## config.mk

```make
export PLATFORM = sky130hd
export DESIGN_NAME = vga_timing_gen
export DESIGN_NICKNAME = d
export VERILOG_FILES = /design/src/rtl/vga_timing_gen.sv
export SDC_FILE = /design/constraint.sdc
export NUM_CORES = 1
export LEC_CHECK = 0
export BUFFER_PORTS_ARGS = -buffer_cell sky130_fd_sc_hd__buf_2
export CORE_MARGIN = 2
export CORE_UTILIZATION = 50
export DETAILED_ROUTE_END_ITERATION = 8
export PLACE_DENSITY_LB_ADDON = 0.25
export REMOVE_ABC_BUFFERS = 1
export SYNTH_ARGS = -nofsm -noshare
export SYNTH_HDL_FRONTEND = slang
export SYNTH_SLANG_ARGS = --single-unit
export TNS_END_PERCENT = 5
```

## constraint.sdc

```tcl
create_clock -name clk -period 2 [get_ports clk]
set_clock_uncertainty 0.05 [all_clocks]
set_input_delay 0.4 -clock clk [delete_from_list [all_inputs] [get_ports clk]]
set_output_delay 0.4 -clock clk [all_outputs]
set_load 0.01 [all_outputs]
```

## src/rtl/vga_timing_gen.sv

```systemverilog
// -----------------------------------------------------------------------------
// vga_timing_gen
//
// Raster timing generator at the head of the video path. It walks a pixel
// counter (hpos) across each line and a line counter (vpos) down each frame,
// and from those positions produces the sync pulses, the active-video
// qualifier, per-line / per-frame tick pulses and a free-running frame count
// used for animation. Downstream overlay stages consume hpos[8:0]/vpos[8:0]
// combinationally as their x/y, so every output here is aligned to the
// hpos/vpos presented in the same cycle.
//
// Default timing is 640x480 @ 60 Hz on a 25.175 MHz pixel clock
// (800 x 525 total, 420 000 clocks per frame).
//
// Ports
//   clk          in   1   pixel clock, the only clock
//   reset        in   1   synchronous, active-high reset
//   ce           in   1   pixel enable; state advances only when high
//   hpos         out 10   current column, 0 .. H_TOTAL-1
//   vpos         out 10   current line,   0 .. V_TOTAL-1
//   hsync        out  1   horizontal sync, equal to SYNC_POL while asserted
//   vsync        out  1   vertical sync,   equal to SYNC_POL while asserted
//   display_on   out  1   high while hpos < H_ACTIVE and vpos < V_ACTIVE
//   line_tick    out  1   one-clock pulse in the first cycle of every line
//   frame_tick   out  1   one-clock pulse in the first cycle of every frame
//   frame_count  out  8   frames elapsed since reset, modulo 256
// -----------------------------------------------------------------------------
module vga_timing_gen #(
  parameter int   H_ACTIVE = 640,
  parameter int   H_FP     = 16,
  parameter int   H_SYNC   = 96,
  parameter int   H_BP     = 48,
  parameter int   V_ACTIVE = 480,
  parameter int   V_FP     = 10,
  parameter int   V_SYNC   = 2,
  parameter int   V_BP     = 33,
  parameter logic SYNC_POL = 1'b0
) (
  input  logic       clk,
  input  logic       reset,
  input  logic       ce,
  output logic [9:0] hpos,
  output logic [9:0] vpos,
  output logic       hsync,
  output logic       vsync,
  output logic       display_on,
  output logic       line_tick,
  output logic       frame_tick,
  output logic [7:0] frame_count
);

  // Derived raster geometry. Totals must not exceed 1024 so that the last
  // position on a line/frame still fits the 10-bit counters.
  localparam int H_TOTAL = H_ACTIVE + H_FP + H_SYNC + H_BP;
  localparam int V_TOTAL = V_ACTIVE + V_FP + V_SYNC + V_BP;

  localparam logic [9:0] H_LAST       = 10'(H_TOTAL - 1);
  localparam logic [9:0] V_LAST       = 10'(V_TOTAL - 1);
  localparam logic [9:0] H_VISIBLE    = 10'(H_ACTIVE);
  localparam logic [9:0] V_VISIBLE    = 10'(V_ACTIVE);
  localparam logic [9:0] H_SYNC_FIRST = 10'(H_ACTIVE + H_FP);
  localparam logic [9:0] H_SYNC_LAST  = 10'(H_ACTIVE + H_FP + H_SYNC - 1);
  localparam logic [9:0] V_SYNC_FIRST = 10'(V_ACTIVE + V_FP);
  localparam logic [9:0] V_SYNC_LAST  = 10'(V_ACTIVE + V_FP + V_SYNC - 1);

  logic [9:0] h_next;
  logic [9:0] v_next;
  logic       h_wrap;
  logic       v_wrap;
  logic       hsync_next;
  logic       vsync_next;
  logic       display_next;

  // Next raster position. The output registers are loaded from this decode
  // rather than from the current counters, which is what keeps every output
  // aligned with the hpos/vpos shown in the same cycle without adding a
  // combinational path from the counters to the pins. vpos only moves on the
  // cycle hpos wraps, so vsync can only ever change at the start of a line.
  always_comb begin
    h_wrap = (hpos == H_LAST);
    v_wrap = h_wrap && (vpos == V_LAST);

    h_next = h_wrap ? 10'd0 : hpos + 10'd1;

    if (v_wrap) begin
      v_next = 10'd0;
    end else if (h_wrap) begin
      v_next = vpos + 10'd1;
    end else begin
      v_next = vpos;
    end

    hsync_next   = (h_next >= H_SYNC_FIRST) && (h_next <= H_SYNC_LAST);
    vsync_next   = (v_next >= V_SYNC_FIRST) && (v_next <= V_SYNC_LAST);
    display_next = (h_next < H_VISIBLE) && (v_next < V_VISIBLE);
  end

  // Counter and output registers. Reset wins over ce and drops any sync
  // pulse in progress immediately; the reset state is the decode of (0,0)
  // but without ticks, so leaving reset never looks like a wrap. On ce=0
  // cycles the counters and level outputs hold while the ticks are forced
  // low, so a tick is one clock wide regardless of the pixel rate.
  always_ff @(posedge clk) begin
    if (reset) begin
      hpos        <= 10'd0;
      vpos        <= 10'd0;
      hsync       <= ~SYNC_POL;
      vsync       <= ~SYNC_POL;
      display_on  <= 1'b1;
      line_tick   <= 1'b0;
      frame_tick  <= 1'b0;
      frame_count <= 8'd0;
    end else if (ce) begin
      hpos        <= h_next;
      vpos        <= v_next;
      hsync       <= hsync_next ? SYNC_POL : ~SYNC_POL;
      vsync       <= vsync_next ? SYNC_POL : ~SYNC_POL;
      display_on  <= display_next;
      line_tick   <= h_wrap;
      frame_tick  <= v_wrap;
      if (v_wrap) begin
        frame_count <= frame_count + 8'd1;
      end
    end else begin
      line_tick   <= 1'b0;
      frame_tick  <= 1'b0;
    end
  end

endmodule

```

==> summary.md <==
| Metric | Value |
|---|---|
| Syn Std Cell Area | `0.00197 sq mm` |
| CTS tree | `built` |
| Final number of hold-violating endpoints | `0` |
| Number of rows in the core area | `22` |
| Weighted congestion reported at the end of routability-driven placement | `0.969` |
| Crit path max-delay cell type | `sky130_fd_sc_hd__or3_4` |
| Average wire per standard cell | `16.0 um` |
| Most area-consuming cells after synthesis | `sky130_fd_sc_hd__dfxtp_1 33%, sky130_fd_sc_hd__nor2_1 5.7%, sky130_fd_sc_hd__nand3_1 4.1%, sky130_fd_sc_hd__xnor2_1 4.0%, sky130_fd_sc_hd__a21oi_1 3.5%` |
| CTS Hold Buffers Added | `0` |
| Transition time at the pin with the least slew margin | `0.442 ns` |
| Die area | `0.00447 sq mm` |
| FF+latch count, synth | `33` |
| Post-Syn Instances | `242` |
| Result of the run | `finished, final reports clean` |
| Final Max Tran Viols | `0` |
| # DRC | `0` |
| Post-route total power | `0.00143 W` |
| Grt peak-use layer | `met2` |
| Critical Path Max Stage Delay | `0.38 ns` |
| Total wirelength of the detailed-routed design | `5.64 mm` |
| Post-synthesis cell type count | `55` |
| Number of port buffers | `35` |
| Die H | `66.8 um` |
| Shortest clock period the worst path allows after layout | `1.99 ns` |
| Number of cells on the worst hold path | `2` |
| Insertion delay to the later sink of the worst-skew pair | `0.28 ns` |
| Type of the setup path with the least slack | `reg2reg` |
| Placed cell areas | `0.00239 sq mm` |
| Final global-route overflow total | `0` |
| Initial Util | `0.531` |
| Cell count of the worst reg-to-reg path | `6` |
| Maximum resistive drop on vdd | `475 uV` |
| PD cells | `549 mW/mm^2` |
| Number of warnings issued by yosys | `0` |
| Post-route design area | `0.00261 sq mm` |
| Cell Chain, Critical Path | `ha_1 > and4_4 > nand3_4 > or3_4 > a2111oi_4 > a41oi_1` |
| I/O Pins | `36` |
| Post-synth top area cell | `sky130_fd_sc_hd__dfxtp_1` |
| Estimated wirelength of the detail-placed design | `3.86 mm` |
| Met2 layer usage reported by global route | `0.453` |
| Placeable core area | `0.00372 sq mm` |
| Async S/R FF share, synth | `0` |
| Layout cells sized above 1 | `0.328` |
| Clock tree root driver cell | `sky130_fd_sc_hd__clkbuf_8` |
| Fmax | `0.501 GHz` |
| Initial antenna violation count | `0` |
| Maxcap violations | `0` |
| Sequential-to-total area share from yosys stat | `0.335` |
| Vias after detailed routing | `2089` |
| Kind of cell adding the most delay to the critical path | `simple AND/OR/NAND/NOR gates` |
| Critical path endpoint category | `flop` |
| Critical path buffers and inverters | `0` |
| Max FO, Critical Path | `4` |
| Via count of the first global-routing pass | `1852` |
| Number of endpoints failing setup at the final stage | `0` |
| Die Wd | `66.8 um` |
| Leakage component of the power | `1.06 nW` |
| Slew headroom | `0.705` |
| Synth top area share | `0.335` |
| Kind of start point of the critical path | `flop` |
| Ant. Diodes | `0` |
| Highest-count cells in the layout ignoring fill and taps | `37 x sky130_fd_sc_hd__buf_4, 35 x sky130_fd_sc_hd__buf_2, 33 x sky130_fd_sc_hd__dfxtp_1, 30 x sky130_fd_sc_hd__nor2_1, 16 x sky130_fd_sc_hd__nand3_1` |
| Min-Delay Path Class | `reg2reg` |
| Vias/cell | `5.92` |
| Pin count of the biggest net entering global routing | `22` |
| Area growth syn-to-layout | `32.4%` |
| Pre-antenna DRT Iters | `6` |
| Post-synth EDFFs | `0` |
| Global-route wire length before repair | `9.02 mm` |
| Commonest non-fill, non-tap cell in the layout | `sky130_fd_sc_hd__buf_4` |
| DR iter-0 viols | `253` |
| Clk sink count | `33` |
| Number of buffers added by the clock tree synthesis step | `5` |
| All-Layer GR Usage | `0.267` |
| Final Cycle Share | `0.997` |
| Met3 Use GR | `0.0422` |
| Net total in the final layout | `312` |
| Logic depth of the worst path, buffers included | `6` |
| Critical path data required time | `2.09 ns` |
| Synth Area per Inst | `8.16 sq um` |
| Remaining number of nets flagged by the antenna check after routing | `0` |
| Endpoint arrival time on the critical path | `2.09 ns` |
| Clock edge transition at the registers on the reported setup and hold paths | `0.07 ns` |
| CTS H-Tree Depth | `2` |
| Buffer depth of the longest clock path | `2` |
| Main flop type after synthesis | `sky130_fd_sc_hd__dfxtp_1` |
| Global Route met1 Usage | `0.350` |
| Unrepaired setup endpoints after global routing | `true` |
-- state kept, by name, indices dropped and copies added, names as in the netlist --
name and flops:
hpos 10, frame_count 8, vpos 10, hsync 1, display_on 1, frame_tick 1, line_tick 1, vsync 1
-- tightest hold or removal path, stage by stage, from the launching register on --
cell and delay [ns]:
sky130_fd_sc_hd__dfxtp_1 0.33, sky130_fd_sc_hd__nor3_1 0.05, sky130_fd_sc_hd__a21oi_1 0.09
-- Yosys cell counts (2+ instances only) --
library cell               count
sky130_fd_sc_hd__nor2_1       30
sky130_fd_sc_hd__clkbuf_1     11
sky130_fd_sc_hd__nand4_1       7
sky130_fd_sc_hd__nand4b_1      2
sky130_fd_sc_hd__buf_2         4
sky130_fd_sc_hd__a311oi_1      2
sky130_fd_sc_hd__o21ai_0      10
sky130_fd_sc_hd__nand2_1      12
sky130_fd_sc_hd__or3_1         2
sky130_fd_sc_hd__nor3b_1       2
sky130_fd_sc_hd__nand2b_1      2
sky130_fd_sc_hd__xor2_1        7
sky130_fd_sc_hd__inv_1         9
sky130_fd_sc_hd__ha_1          5
sky130_fd_sc_hd__nand3_1      16
sky130_fd_sc_hd__nand4_2       2
sky130_fd_sc_hd__nor4_1        7
sky130_fd_sc_hd__o211ai_1      2
sky130_fd_sc_hd__nand3b_1      2
sky130_fd_sc_hd__a21oi_1      14
sky130_fd_sc_hd__and4_1        2
sky130_fd_sc_hd__o211a_1       2
sky130_fd_sc_hd__a211oi_1      8
sky130_fd_sc_hd__dfxtp_1      33
sky130_fd_sc_hd__a41oi_1       2
sky130_fd_sc_hd__nor3_1       10
sky130_fd_sc_hd__xnor2_1       9
-- layout make-up --
cell class	instances	area, sq um
fill	301	1100
multi-input combinational	183	1290
timing repair buffer	72	453
clock inverter	2	37.5
clock buffer	6	82.6
inverter	9	33.8
sequential	33	661
tap	48	60.1
-- worst paths after layout --
check / from / end / slack, ns
max: hpos[0]$_SDFFE_PP0P_ / vsync$_SDFFE_PP1P_ / 0.006
min: hsync$_SDFFE_PP1P_ / hsync$_SDFFE_PP1P_ / 0.45
min reg2reg: hsync$_SDFFE_PP1P_ / hsync$_SDFFE_PP1P_ / 0.45
max reg2reg: hpos[0]$_SDFFE_PP0P_ / vsync$_SDFFE_PP1P_ / 0.006
-- routing by layer --
| layer | share of wire | up-vias |
|---|---|---|
| met5 | 0 | - |
| met4 | 0.012 | 0 |
| met3 | 0.067 | 13 |
| met2 | 0.48 | 98 |
| met1 | 0.44 | 965 |
| li1 | - | 1013 |
-- cells by family (layout without fill, tap and decap cells) --
family,count (synthesis),after routing,synth area share
buf+inv,26,89,0.0526
compound gates,50,50,0.179
fa+ha+maj,5,5,0.0317
mux,1,1,0.00507
simple gates,111,111,0.326
xor+xnor,16,16,0.0710
flops,33,33,0.335
-- through the flow --
step | worst slack (ns) | cells | TNS (ns) | hold WS, ns | util
floorplan | -0.166 | 225 | -0.431 | 0.419 | -
global placement | 0.0918 | 342 | 0 | 0.408 | 0.644
detailed placement | 0.0412 | 342 | 0 | 0.444 | 0.644
CTS | 0.0219 | 350 | 0 | 0.440 | 0.685
global route | -0.102 | 353 | -0.355 | 0.476 | 0.703
finish | 0.00570 | 353 | 0 | 0.454 | 0.703
-- repair_timing --
item,CTS,global route
pin swaps,1,5
gates resized for setup,4,7
endpoints found under the setup margin,2,10
setup buffers,0,3
endpoints found under the hold margin,0,0
-- where the power goes --
part / total (W) / switching [W] / leakage, nW / internal [W]
Combinational: 0.000105 / 0.0000642 / 0.730 / 0.0000409
Sequential: 0.000674 / 0.00000752 / 0.267 / 0.000667
Clock: 0.000656 / 0.000251 / 0.0574 / 0.000405
Note: power is estimated with default switching activity, not from simulation.
